`config.mk`:
```
export PLATFORM = sky130hd
export DESIGN_NAME = alu_bcd_converter
export DESIGN_NICKNAME = d
export VERILOG_FILES = /design/src/rtl/alu_bcd_converter_pkg.sv /design/src/rtl/alu_bcd_converter_bcd_add3.sv /design/src/rtl/alu_bcd_converter.sv
export SDC_FILE = /design/constraint.sdc
export NUM_CORES = 1
export LEC_CHECK = 0
export CORE_UTILIZATION = 57
export CTS_BUF_LIST = sky130_fd_sc_hd__clkbuf_4
export DETAILED_ROUTE_END_ITERATION = 8
export PLACE_DENSITY = 0.93
export SETUP_SLACK_MARGIN = 0.5
export SLEW_MARGIN = 15
export SYNTH_ARGS = -nofsm -noshare
export SYNTH_HDL_FRONTEND = slang
export SYNTH_SLANG_ARGS = --single-unit
```
`constraint.sdc`:
```
create_clock -name clk -period 1.8 [get_ports clk]
set_clock_uncertainty 0.15 [all_clocks]
set_input_delay 0.18 -clock clk [delete_from_list [all_inputs] [get_ports clk]]
set_output_delay 0.18 -clock clk [all_outputs]
set_load 0.05 [all_outputs]
```
`src/rtl/alu_bcd_converter_pkg.sv`:
```
// rtl/alu_bcd_converter_pkg.sv - shared constants and state encoding for the ALU result BCD converter
package alu_bcd_converter_pkg;

    typedef enum logic {
        IDLE  = 1'b0,
        SHIFT = 1'b1
    } state_t;

    localparam int BCD_W     = 4;
    localparam int DEFAULT_W = 8;

endpackage

```
`src/rtl/alu_bcd_converter_bcd_add3.sv`:
```
// rtl/alu_bcd_converter_bcd_add3.sv - double-dabble digit correction cell (add 3 when digit >= 5)
module bcd_add3
    import alu_bcd_converter_pkg::*;
(
    input  logic [BCD_W-1:0] din,
    output logic [BCD_W-1:0] dout
);

    assign dout = (din >= BCD_W'(5)) ? din + BCD_W'(3) : din;

endmodule

```
`src/rtl/alu_bcd_converter.sv`:
```
// rtl/alu_bcd_converter.sv - sequential double-dabble conversion of a signed/unsigned ALU result to sign + 3 BCD digits
module alu_bcd_converter
    import alu_bcd_converter_pkg::*;
#(
    parameter int W      = DEFAULT_W,
    parameter bit SIGNED = 1'b1
) (
    input  logic             clk,
    input  logic             BTN0,
    input  logic             start,
    input  logic [W-1:0]     bin,
    output logic             busy,
    output logic             done,
    output logic             neg,
    output logic [BCD_W-1:0] hundreds,
    output logic [BCD_W-1:0] tens,
    output logic [BCD_W-1:0] units
);

    localparam int CNT_W = $clog2(W + 1);
    localparam int SR_W  = 3 * BCD_W + W + 1;

    state_t             state_q, state_d;
    logic               accept, finish;
    logic [CNT_W-1:0]   cnt_q;
    logic [W:0]         mag_q;
    logic [BCD_W-1:0]   hun_q, ten_q, uni_q;
    logic [BCD_W-1:0]   hun_c, ten_c, uni_c;
    logic               neg_q;
    logic               sign_in;
    logic [W:0]         bin_ext;
    logic [W:0]         abs_in;
    logic [SR_W-1:0]    sr_c;

    assign sign_in = SIGNED && bin[W-1];
    assign bin_ext = {bin[W-1] & SIGNED, bin};
    assign abs_in  = sign_in ? (~bin_ext + {{W{1'b0}}, 1'b1}) : bin_ext;

    bcd_add3 u_add3_hun (.din(hun_q), .dout(hun_c));
    bcd_add3 u_add3_ten (.din(ten_q), .dout(ten_c));
    bcd_add3 u_add3_uni (.din(uni_q), .dout(uni_c));

    // mag_q holds the magnitude pre-shifted by one: the capture edge performs the
    // first (correction-free) shift so W edges cover all W+1 magnitude bits.
    assign sr_c = {hun_c, ten_c, uni_c, mag_q} << 1;

    always_ff @(posedge clk) begin
        if (!BTN0) begin
            state_q <= IDLE;
        end else begin
            state_q <= state_d;
        end
    end

    always_comb begin
        state_d = state_q;
        accept  = 1'b0;
        finish  = 1'b0;
        case (state_q)
            IDLE: begin
                if (start) begin
                    state_d = SHIFT;
                    accept  = 1'b1;
                end
            end
            SHIFT: begin
                if (cnt_q == CNT_W'(W - 1)) begin
                    state_d = IDLE;
                    finish  = 1'b1;
                end
            end
            default: state_d = IDLE;
        endcase
    end

    assign busy = (state_q == SHIFT);

    always_ff @(posedge clk) begin
        if (!BTN0) begin
            cnt_q    <= '0;
            mag_q    <= '0;
            hun_q    <= '0;
            ten_q    <= '0;
            uni_q    <= '0;
            neg_q    <= 1'b0;
            done     <= 1'b0;
            neg      <= 1'b0;
            hundreds <= '0;
            tens     <= '0;
            units    <= '0;
        end else begin
            done <= 1'b0;
            if (accept) begin
                cnt_q <= '0;
                mag_q <= {abs_in[W-1:0], 1'b0};
                hun_q <= '0;
                ten_q <= '0;
                uni_q <= {{(BCD_W-1){1'b0}}, abs_in[W]};
                neg_q <= sign_in;
            end else if (state_q == SHIFT) begin
                cnt_q <= cnt_q + CNT_W'(1);
                mag_q <= sr_c[W:0];
                uni_q <= sr_c[W+BCD_W:W+1];
                ten_q <= sr_c[W+2*BCD_W:W+BCD_W+1];
                hun_q <= sr_c[W+3*BCD_W:W+2*BCD_W+1];
                if (finish) begin
                    units    <= sr_c[W+BCD_W:W+1];
                    tens     <= sr_c[W+2*BCD_W:W+BCD_W+1];
                    hundreds <= sr_c[W+3*BCD_W:W+2*BCD_W+1];
                    neg      <= neg_q;
                    done     <= 1'b1;
                end
            end
        end
    end

endmodule

```
# Word level (Yosys, flattened, before mapping)
# Index checks and enable logic that the tools add are counted.
[word_totals]
in_bits = 11
memories = 0
out_inout_bits = 15
regBits = 40
latch_bits = 0
ram_bits = 0
romBits = 0
[op_classes]
n_eq_ne = 1
bitwise = 4
reduce_logical = 4
n_lt_le_gt_ge = 3
add_sub_neg = 5
div_mod_pow = 0
n_shift = 0
mul = 0
muxes = 15
[ops]
columns = ["cell", "n"]
rows = [
  ["$mux W9", 3],
  ["$ge A4 B3 Y1 const B", 3],
  ["$add A9 B1 Y9 const B", 1],
  ["$not A9 Y9", 1],
  ["$add A4 B2 Y4 const B", 2],
  ["$mux W1", 8],
  ["$mux W4", 2],
  ["$add A4 B1 Y4 const B", 1],
  ["$eq A4 B3 Y1 const B", 1],
  ["$add A3 B2 Y3 const B", 1],
  ["$mux W3", 1],
  ["$not A1 Y1", 3],
  ["$reduce_and A3 Y1", 1],
  ["$reduce_or A3 Y1", 1],
  ["$pmux W1 S2", 1],
  ["$reduce_bool A2 Y1", 1],
  ["$reduce_or A2 Y1", 1],
]

# Depth between registers and ports, before layout
[depth]
depth_word = 4
ltp_mapped = 6

# Cells and area by module
# A second synthesis with hierarchy kept.
[unflattened]
hier_cells = 210
area_unflattened_um2 = 1903.1
[by_module_without_submodules]
columns = ["mod", "cells_per_inst", "area_each_um2", "seq_area_each_um2", "instances"]
rows = [
  ["alu_bcd_converter", 162, 1599.0, 800.8, 1],
  ["bcd_add3", 16, 101.3, 0.0, 3],
]

# Least setup slack after synthesis
# Ideal clock, no wire load.
[synth_path]
kind = "register to register"
start = "reg state_q (netlist: busy)"
end = "reg tens[0]"
setup_ns = 0.122
required_ns = 1.528
stages_incl_launch_ff = 6
synth_period_minus_slack_ns = 1.592
arrival_time_ns = 1.320
n_path_buf = 1
setup_slack_ns = 0.208
cell_sequence = "dfxtp_1 > and4b_1 > nor2b_4 > buf_4 > nand2_1 > o21ai_1"
[synth_via]
elab_chain_cells = 3
[synth_rtl]
columns = ["element", "line", "text"]
rows = [
  ["from (decl)", "alu_bcd_converter.sv:23", "state_t state_q, state_d;"],
  ["from (signal assigned)", "alu_bcd_converter.sv:51", "state_q <= state_d;"],
  ["$mux W1", "alu_bcd_converter.sv:59", "case (state_q)"],
  ["$not A1 Y1 (no source line)", "-", ""],
  ["$reduce_and A3 Y1 (no source line) *", "-", ""],
  ["to (signal assigned)", "alu_bcd_converter.sv:108", "tens <= sr_c[W+2*BCD_W:W+BCD_W+1];"],
  ["to (decl)", "alu_bcd_converter.sv:16", "output logic [BCD_W-1:0] tens,"],
]
# Mark *: on every way between the ends. The rest lies on a longest branch, timed or not.
# A chain may end at the register's enable or synchronous reset.

# Worst setup path after layout
[layout_path]
start = "reg ten_q[0]"
end = "reg hun_q[0]"
[layout_via]
elab_chain_cells = 2
[layout_rtl]
columns = ["element", "line", "text"]
rows = [
  ["from (decl)", "alu_bcd_converter.sv:27", "logic [BCD_W-1:0] hun_q, ten_q, uni_q;"],
  ["from (signal assigned)", "alu_bcd_converter.sv:104", "ten_q <= sr_c[W+2*BCD_W:W+BCD_W+1];"],
  ["$add A4 B2 Y4 or $ge A4 B3 Y1 (tied branches)", "alu_bcd_converter_bcd_add3.sv:9", "assign dout = (din >= BCD_W'(5)) ? din + BCD_W'(3) : din;"],
  ["$mux W4 *", "alu_bcd_converter_bcd_add3.sv:9", ""],
  ["to (signal assigned)", "alu_bcd_converter.sv:105", "hun_q <= sr_c[W+3*BCD_W:W+2*BCD_W+1];"],
  ["to (decl)", "alu_bcd_converter.sv:27", ""],
]
# Marks and branches as above.

==> metrics <==
status=complete, no violations; layout cell share with drive strength beyond 1=48.0%; endpoints failing hold=0; multi-input logic area=1390 um2; CP max FO=3; std cell rows=21; crit-path max cell delay=0.42 ns; # Max-Cap Violations=0; total wire length=6700 um; Max Root-Sink Buffers=2; dpl hpwl=2840 um; Internal=1.35 mW; setup TNS=0 ns; power share of the clock group=32.7%; port bufs=25; pwr/cell area=636 nW/um2; synth unique cells=45; Max Clk Rate=0.626 GHz; global-route wire length before repair=8560 um; Worst Hold Launch=bin[0]; die footprint=3710 um2; # clock sinks=40; Post-synth top cells=dfxtp_1, nand2_1, o21ai_1; io pins=26; top-count cell post-synth=dfxtp_1; crit path kind=register to register; Max stage delay cell, worst path=dfxtp_4; Switching Share=27.3%; vias in the first global route=1762; CP startpoint=ten_q[0]$_SDFFE_PP0P_; minimum clock period=1.60 ns; CP required=1.92 ns; Seq cells post-synth=40; net count after synthesis=236; DR pass1 iterations=5; final period utilization=88.8%; Slew @ Worst Pin=0.421 ns; largest area contributor in the netlist=dfxtp_1; Initial Utilization=59.2%; Max-Slew Margin vs Limit=71.8%; share of the yosys chip area belonging to registers=40.5%; Root Buffer=clkbuf_4; H-tree Lvls=2; startpoint types=register; Placer Congestion=0.801; final setup fails=0; R2R Path Start=ten_q[0]$_SDFFE_PP0P_; Syn Inst Count=217; die width=60.9 um; Area Overhead vs Synth=48.1%; net switching power=508 uW; Pleak=1.09 nW; Avg WL per Cell=21.3 um; register area=823 um2; Remaining DRCs=0; Seq pwr share=49.9%; final core utilization=87.7%; Die Y=60.9 um; initial antenna violation count=0; Vias/cell=6.22; vias=1960; Main synth FF type=dfxtp_1; CP Data Arrival Time=1.72 ns; Ant. Diodes=0; Core Box Area=3340 um2; Crit. End Element=register; worst hold slack=0.171 ns; CTS tree=done; CTS buffer count=5; largest net degree at the start of global routing=16; Slew Limit Fails=0; Mapped Area=1980 um2; Mapped Avg Cell Area=9.10 um2; worst-path cell chain=inv_4 > ha_4 > nand2b_4 > nor3b_2 > a21oi_2 > a211oi_2; area share of the largest cell type after synthesis=40.5%; Max VDD drop=0.000777 V; DRT iter0 DRCs=197; unrepaired setup endpoints after global routing=true; Antenna Violating Nets Remaining=0; EDFF count, synth=0; top area cells in the synthesized netlist=dfxtp_1, ha_1, nand2_1; GR Overflow Total=0; fillcell total=147; NumNets Final=287; Logic pwr share=17.4%; gr usage total=32.6%; Hold Path Class=input pin to register; Async SR Flop Fraction=0%; CTS clk-pin slew, worst paths=0.13 ns; Ys Warns=0; worst skew pair latency=0.37 ns; hold buffer count at CTS=0
[placed cells by master, fill, tap and decap left out, types with 3 or more instances in the layout]
cell type / netlist / routed
nand4_1: 3 / 3
o21ai_1: 17 / 15
a21oi_1: 10 / 7
nand2b_1: 12 / 7
nand2_2: 1 / 7
nand2b_4: 0 / 6
nor3b_1: 6 / 5
a21oi_2: 3 / 3
buf_4: 6 / 34
nand2_1: 24 / 16
nor2_1: 9 / 9
buf_6: 1 / 5
dfxtp_4: 0 / 4
o21ai_2: 2 / 4
inv_2: 1 / 3
o22ai_2: 0 / 4
clkbuf_4: 0 / 6
o21ai_0: 5 / 3
a211oi_2: 3 / 3
a21boi_1: 3 / 3
dfxtp_1: 40 / 30
clkdlybuf4s50_1: 0 / 8
ha_4: 0 / 7
dfxtp_2: 0 / 6
buf_12: 0 / 3
xnor2_1: 6 / 3
a21oi_4: 0 / 3
mux2_4: 2 / 3
xor2_1: 3 / 3
nand3_1: 6 / 6
o211ai_1: 3 / 3
inv_4: 0 / 5
nor3b_2: 3 / 3
[sequential cells by signal (all words and copies together) (netlist names), 4 cells and up]
register	count
ten_q	4
mag_q	8
hundreds	4
cnt_q	4
tens	4
units	4
hun_q	4
uni_q	4
[logic make-up after synthesis]
kind of cell / after synthesis / share of synthesized area [%]
multiplexers: 5 / 3.10
flip-flops: 40 / 40.5
AO/OA/AOI/OAI: 59 / 19.1
buffers and inverters: 20 / 5.57
AND/OR/NAND/NOR: 76 / 22.6
adder cells (fa/ha/maj): 8 / 5.07
XOR/XNOR: 9 / 3.99
[layout make-up]
class / count / area share, %
clock buffer: 5 / 1.28
clock inverter: 3 / 1.28
inverter: 9 / 1.58
multi-input combinational: 157 / 47.5
sequential: 40 / 28.1
tap: 46 / 1.97
timing repair buffer: 55 / 18.3
[metal layers]
metal	share of wire [%]	up-vias	GRT usage [%]
li1	-	868	-
met5	0	-	0
met3	6.4	38	7.04
met1	39	934	38.4
met2	50	120	55.6
met4	4.9	0	16.9
[power by group through the flow]
stage,sequential [mW],clock [mW],combinational [mW]
2_1_floorplan,0.944,0,0.150
3_3_place_gp,0.949,0,0.204
3_5_place_dp,0.950,0,0.213
4_1_cts,0.923,0.587,0.275
5_1_grt,0.931,0.634,0.337
6_report,0.928,0.608,0.324
[timing repair]
action | CTS | global route
resized for setup | 51 | 45
pin swaps | 15 | 14
endpoints found under the hold margin | 0 | 0
endpoints found under the setup margin | 45 | 39
gates cloned | 1 | 1
setup buffers | 17 | 3
[through the flow]
step	cell area, um2	cells	setup slack (ns)	total power, mW
floorplan	2140	217	0.348	1.09
finish	2930	315	0.202	1.86
detailed placement	2420	285	-0.0361	1.16
global placement	2420	285	0.0196	1.15
CTS	2720	311	0.271	1.78
global route	2930	315	0.162	1.90
[worst paths after layout]
kind	endpoint	slack, ns	depth (start not counted)
hold / removal	mag_q[1]$_SDFFE_PN0P_	0.17	4
setup / recovery	hun_q[0]$_SDFFE_PP0P_	0.20	6
hold reg to reg	tens[1]$_SDFFE_PN0P_	0.33	2
setup reg to reg	hun_q[0]$_SDFFE_PP0P_	0.20	6
[critical path: cells and delay by family (launching register included)]
kind	cells	cell delay, ns
flip-flops	1	0.42
AND/OR/NAND/NOR	2	0.35
AO/OA/AOI/OAI	2	0.34
adder cells (fa/ha/maj)	1	0.17
buffers and inverters	1	0.07
Note: power is estimated with default switching activity, not from simulation.
